===== config.mk =====
export PLATFORM = sky130hd
export DESIGN_NAME = clk_switch_ctrl
export DESIGN_NICKNAME = d
export VERILOG_FILES = /design/src/rtl/clk_net_pkg.sv /design/src/rtl/sync2.sv /design/src/rtl/clk_switch_ctrl.sv
export SDC_FILE = /design/constraint.sdc
export NUM_CORES = 1
export LEC_CHECK = 0
export CAP_MARGIN = 15
export CORE_UTILIZATION = 57
export DETAILED_ROUTE_END_ITERATION = 6
export HOLD_SLACK_MARGIN = 0.15
export PLACE_DENSITY = 0.78
export SLEW_MARGIN = 30
export SYNTH_ARGS = -nofsm -noshare
export SYNTH_HDL_FRONTEND = slang
export SYNTH_HIERARCHICAL = 1
export SYNTH_SLANG_ARGS = --single-unit

===== constraint.sdc =====
create_clock -name clk -period 2.5 [get_ports clk]
set_clock_uncertainty 0.1 [all_clocks]
set_input_delay 0.5 -clock clk [delete_from_list [all_inputs] [get_ports clk]]
set_output_delay 0.5 -clock clk [all_outputs]
set_load 0.05 [all_outputs]

===== src/rtl/clk_net_pkg.sv =====
// Shared types for the clock-network control blocks.
package clk_net_pkg;

    typedef enum logic [2:0] {
        IDLE   = 3'd0,
        CHECK  = 3'd1,
        SETTLE = 3'd2,
        DONE   = 3'd3,
        FAIL   = 3'd4
    } sw_state_t;

    typedef enum logic {
        SRC0 = 1'b0,
        SRC1 = 1'b1
    } clk_src_t;

endpackage


===== src/rtl/sync2.sv =====
// Two-flop synchronizer for a single asynchronous level, reset to 0.
module sync2 (
    input  logic clk,
    input  logic rst_n,
    input  logic i_d,
    output logic o_q
);

    logic r_meta;
    logic r_sync;

    always_ff @(posedge clk or negedge rst_n) begin
        if (!rst_n) begin
            r_meta <= 1'b0;
            r_sync <= 1'b0;
        end else begin
            r_meta <= i_d;
            r_sync <= r_meta;
        end
    end

    assign o_q = r_sync;

endmodule


===== src/rtl/clk_switch_ctrl.sv =====
// Clock-mux select sequencer: verifies the target toggle is alive, moves sel,
// waits a settle interval, then reports done/err.
module clk_switch_ctrl
    import clk_net_pkg::*;
#(
    parameter int WIN_CYC    = 64,
    parameter int MIN_EDGES  = 4,
    parameter int SETTLE_CYC = 16
) (
    input  logic clk,
    input  logic rst_n,
    input  logic req_valid,
    input  logic req_sel,
    output logic req_ready,
    input  logic tgl0,
    input  logic tgl1,
    output logic sel,
    output logic busy,
    output logic done,
    output logic err
);

    localparam int WW = $clog2(WIN_CYC + 1);
    localparam int EW = $clog2(MIN_EDGES + 1);
    localparam int SW = $clog2(SETTLE_CYC + 1);

    logic [1:0] w_tgl;
    logic [1:0] w_sync;
    logic [1:0] r_hist;
    logic [1:0] w_edge;

    assign w_tgl = {tgl1, tgl0};

    for (genvar g = 0; g < 2; g++) begin : g_sync
        sync2 u_sync (
            .clk   (clk),
            .rst_n (rst_n),
            .i_d   (w_tgl[g]),
            .o_q   (w_sync[g])
        );
    end

    always_ff @(posedge clk or negedge rst_n) begin
        if (!rst_n) r_hist <= 2'b00;
        else        r_hist <= w_sync;
    end

    assign w_edge = w_sync ^ r_hist;

    sw_state_t      r_state;
    clk_src_t       r_tgt;
    logic [WW-1:0]  r_win;
    logic [EW-1:0]  r_edges;
    logic [SW-1:0]  r_set;
    logic           r_sel;
    logic           r_ready;
    logic           r_busy;
    logic           r_done;
    logic           r_err;

    logic           w_tgt_edge;
    logic [EW-1:0]  w_edges_nxt;
    logic           w_win_last;
    logic           w_set_last;

    // Only the selected target's edges count; the count saturates so it never wraps.
    assign w_tgt_edge  = (r_tgt == SRC1) ? w_edge[1] : w_edge[0];
    assign w_edges_nxt = (w_tgt_edge && (r_edges != EW'(MIN_EDGES))) ? r_edges + EW'(1) : r_edges;
    assign w_win_last  = (r_win == WW'(WIN_CYC - 1));
    assign w_set_last  = (r_set == SW'(SETTLE_CYC - 1));

    always_ff @(posedge clk or negedge rst_n) begin
        if (!rst_n) begin
            r_state <= IDLE;
            r_tgt   <= SRC0;
            r_win   <= '0;
            r_edges <= '0;
            r_set   <= '0;
            r_sel   <= 1'b0;
            r_ready <= 1'b1;
            r_busy  <= 1'b0;
            r_done  <= 1'b0;
            r_err   <= 1'b0;
        end else begin
            r_done <= 1'b0;
            r_err  <= 1'b0;
            case (r_state)
                IDLE: begin
                    if (req_valid && r_ready) begin
                        r_tgt   <= clk_src_t'(req_sel);
                        r_ready <= 1'b0;
                        r_busy  <= 1'b1;
                        if (req_sel == r_sel) begin
                            r_state <= DONE;
                            r_done  <= 1'b1;
                        end else begin
                            r_win   <= '0;
                            r_edges <= '0;
                            r_state <= CHECK;
                        end
                    end
                end
                CHECK: begin
                    r_edges <= w_edges_nxt;
                    if (w_win_last) begin
                        if (w_edges_nxt >= EW'(MIN_EDGES)) begin
                            r_sel   <= r_tgt;
                            r_set   <= '0;
                            r_state <= SETTLE;
                        end else begin
                            r_state <= FAIL;
                            r_done  <= 1'b1;
                            r_err   <= 1'b1;
                        end
                    end else begin
                        r_win <= r_win + WW'(1);
                    end
                end
                SETTLE: begin
                    if (w_set_last) begin
                        r_state <= DONE;
                        r_done  <= 1'b1;
                    end else begin
                        r_set <= r_set + SW'(1);
                    end
                end
                DONE, FAIL: begin
                    r_state <= IDLE;
                    r_ready <= 1'b1;
                    r_busy  <= 1'b0;
                end
                default: begin
                    r_state <= IDLE;
                    r_ready <= 1'b1;
                    r_busy  <= 1'b0;
                end
            endcase
        end
    end

    assign sel       = r_sel;
    assign req_ready = r_ready;
    assign busy      = r_busy;
    assign done      = r_done;
    assign err       = r_err;

endmodule

==> flow_summary.json <==
{
  "grt_overflow": 0,
  "viasPerCell": 6.14,
  "synth_ff_type": "dfrtp_1",
  "synthCells": 147,
  "rows": 18,
  "hold_class": "register to register",
  "drt_pre_antenna_iters": 4,
  "p_leak_uw": 0.000733,
  "yosysWarningCount": 6,
  "crit_path_end_kind": "register",
  "placed_cells": 186,
  "p_per_area_mw_per_mm2": 907,
  "clk_pin_slew_worst_paths_ns": 0.10,
  "fin_crit_sh": 0.918,
  "rsz0062_at_grt": "false",
  "final.setup.tns_ns": 0,
  "grt_pass1_wl_mm": 5.13,
  "clock-sinks": 30,
  "cts_tree": "built",
  "ys_seq_area_frac": 0.493,
  "die_x_um": 53.8,
  "final_hold_viol_count": 0,
  "cts_resized": 0,
  "layoutNonFillerInstCount": 194,
  "insertion_delay_ns": 0.33,
  "fmax_ghz": 0.436,
  "die_area_mm2": 0.00289,
  "synth_edf_count": 0,
  "fin_crit_ns": 2.29,
  "grt_usage": 0.257,
  "cts_hold_buf": 0,
  "synthTopCellsByCount": "29 x dfrtp_1, 14 x nand2_1, 11 x nor2_1, 8 x a21oi_1, 8 x inv_1",
  "required_ns": 2.62,
  "wl_per_cell_um": 16.3,
  "syn_to_final_growth_pct": 12.1,
  "place_congestion": 0.838,
  "yosysTopAreaCell": "dfrtp_1",
  "place_hpwl_mm": 2.22,
  "slew_headroom": 0.562,
  "num_vias": 1192,
  "yosysMostFrequentCell": "dfrtp_1",
  "synth_seq_cells": 30,
  "drtAntennaViolNets": 0,
  "ys_types": 44,
  "fin_util": 0.685,
  "grt_max_degree": 20,
  "core_area_mm2": 0.00250,
  "diodes": 0,
  "outcome": "finished, final reports clean",
  "worstMarginPinSlew_ns": 0.647,
  "drt_iter0_markers": 21,
  "cts_root_buffer": "clkbuf_4",
  "synth_area_per_cell_um2": 10.4,
  "cp.arrival_ns": 2.41,
  "syn_area_mm2": 0.00153,
  "final_nets": 174,
  "drive_above_1_share": 0.122,
  "setup_violations": 0,
  "ir_drop_mv": 0.690,
  "initial_utilization": 0.611,
  "setup.worst_path.class": "register to register",
  "clk_path_buf_depth": 2,
  "synth_top_cell_area_share": 0.475,
  "synth.area.top_cells": "dfrtp_1 48%, ha_1 4.1%, nand2_1 3.4%, nand4_1 2.9%, xor2_1 2.9%",
  "fp.dieH_um": 53.8,
  "synth_nets": 158,
  "cp_max_fo": 4,
  "port_buffers": 10,
  "drv_slew": 0,
  "grt_antenna_before_repair": 0,
  "postSynth.asyncResetShare": 1.00,
  "drc": 0,
  "cts_setup_buffers": 0,
  "cts_buffers": 5,
  "ctsHtreeMaxLevel": 2,
  "finalWirelength_mm": 3.17,
  "io_pins": 11,
  "grt_pass1_vias": 1114,
  "startpoint_type": "register",
  "drv_cap": 0
}
[routing by layer]
layer  up-vias  share of wire  track usage
li1        566              -            -
met1       598           0.47        0.326
met2        21           0.49        0.403
met3         7          0.032       0.0791
met4         0          0.014        0.105
met5         -              0            0
[logic make-up after synthesis]
| logic type | share of synthesized area |
|---|---|
| AO/OA/AOI/OAI | 0.121 |
| XOR/XNOR | 0.0402 |
| adder cells (fa/ha/maj) | 0.0410 |
| buffers and inverters | 0.0426 |
| flip-flops | 0.493 |
| multiplexers | 0.0377 |
| AND/OR/NAND/NOR | 0.225 |
[final timing paths]
check | start | end | slack (ns) | cells after the start
setup / recovery | r_set[0] | r_set[3] | 0.21 | 7
hold / removal | g_sync[1].u_sync/r_meta | g_sync[1].u_sync/o_q | 0.25 | 0
min in group asynchronous | rst_n | err | 0.39 | 2
max in group asynchronous | rst_n | req_ready | 1.60 | 2
setup reg to reg | r_set[0] | r_set[3] | 0.21 | 7
hold reg to reg | g_sync[1].u_sync/r_meta | g_sync[1].u_sync/o_q | 0.25 | 0
[state kept, by name (all words and copies together) (netlist names)]
| name | count |
|---|---|
| r_win | 7 |
| r_set | 5 |
| r_edges | 3 |
| r_state | 3 |
| g_sync.u_sync/o_q | 2 |
| g_sync.u_sync/r_meta | 2 |
| r_hist | 2 |
| busy | 1 |
| done | 1 |
| err | 1 |
| r_tgt | 1 |
| req_ready | 1 |
| sel | 1 |
[area by class of cell]
type / instances / area [µm²]
Fill cell: 201 / 788
Multi-Input combinational cell: 105 / 709
Clock buffer: 7 / 55.1
Clock inverter: 1 / 5.00
Inverter: 8 / 30.0
Sequential cell: 30 / 752
Tap cell: 30 / 37.5
Timing Repair Buffer: 13 / 123
[through the flow]
stage / worst slack [ns] / hold WS (ns) / area [µm²] / power (µW)
floorplan: 0.479 / 0.104 / 1530 / 1120
global route: 0.114 / 0.271 / 1710 / 1660
detailed placement: 0.234 / 0.235 / 1650 / 1240
finish: 0.206 / 0.253 / 1710 / 1550
CTS: 0.190 / 0.255 / 1710 / 1550
global placement: 0.395 / 0.232 / 1650 / 1200
[power by group]
group | switching [µW] | total [µW] | internal, µW | leakage, µW
Sequential | 157 | 764 | 608 | 0.000373
Clock | 163 | 299 | 136 | 0.0000353
Combinational | 279 | 489 | 210 | 0.000325
[cells in the final DEF (no fill, tap or decap), types with 3 or more instances in the layout]
master | synthesis | final
a21oi_1 | 8 | 8
and2_1 | 3 | 3
and3_1 | 3 | 3
buf_4 | 1 | 3
clkbuf_4 | 0 | 5
clkdlybuf4s50_1 | 0 | 10
dfrtp_1 | 29 | 29
ha_1 | 5 | 5
inv_1 | 8 | 8
nand2_1 | 14 | 14
nand3_1 | 4 | 4
nand4_1 | 7 | 7
nor2_1 | 11 | 11
nor3_1 | 3 | 3
o21ai_0 | 7 | 7
o22ai_1 | 3 | 3
xor2_1 | 5 | 5
[worst max-delay path, cell delays in order, from the launching register on]
cell and delay, ns:
dfrtp_1 0.42, ha_1 0.23, and3_1 0.20, ha_1 0.22, nor4b_1 0.60, nand4_1 0.19
xor2_1 0.17, nor2_1 0.05
No activity file was read; power rests on OpenSTA's default activity.
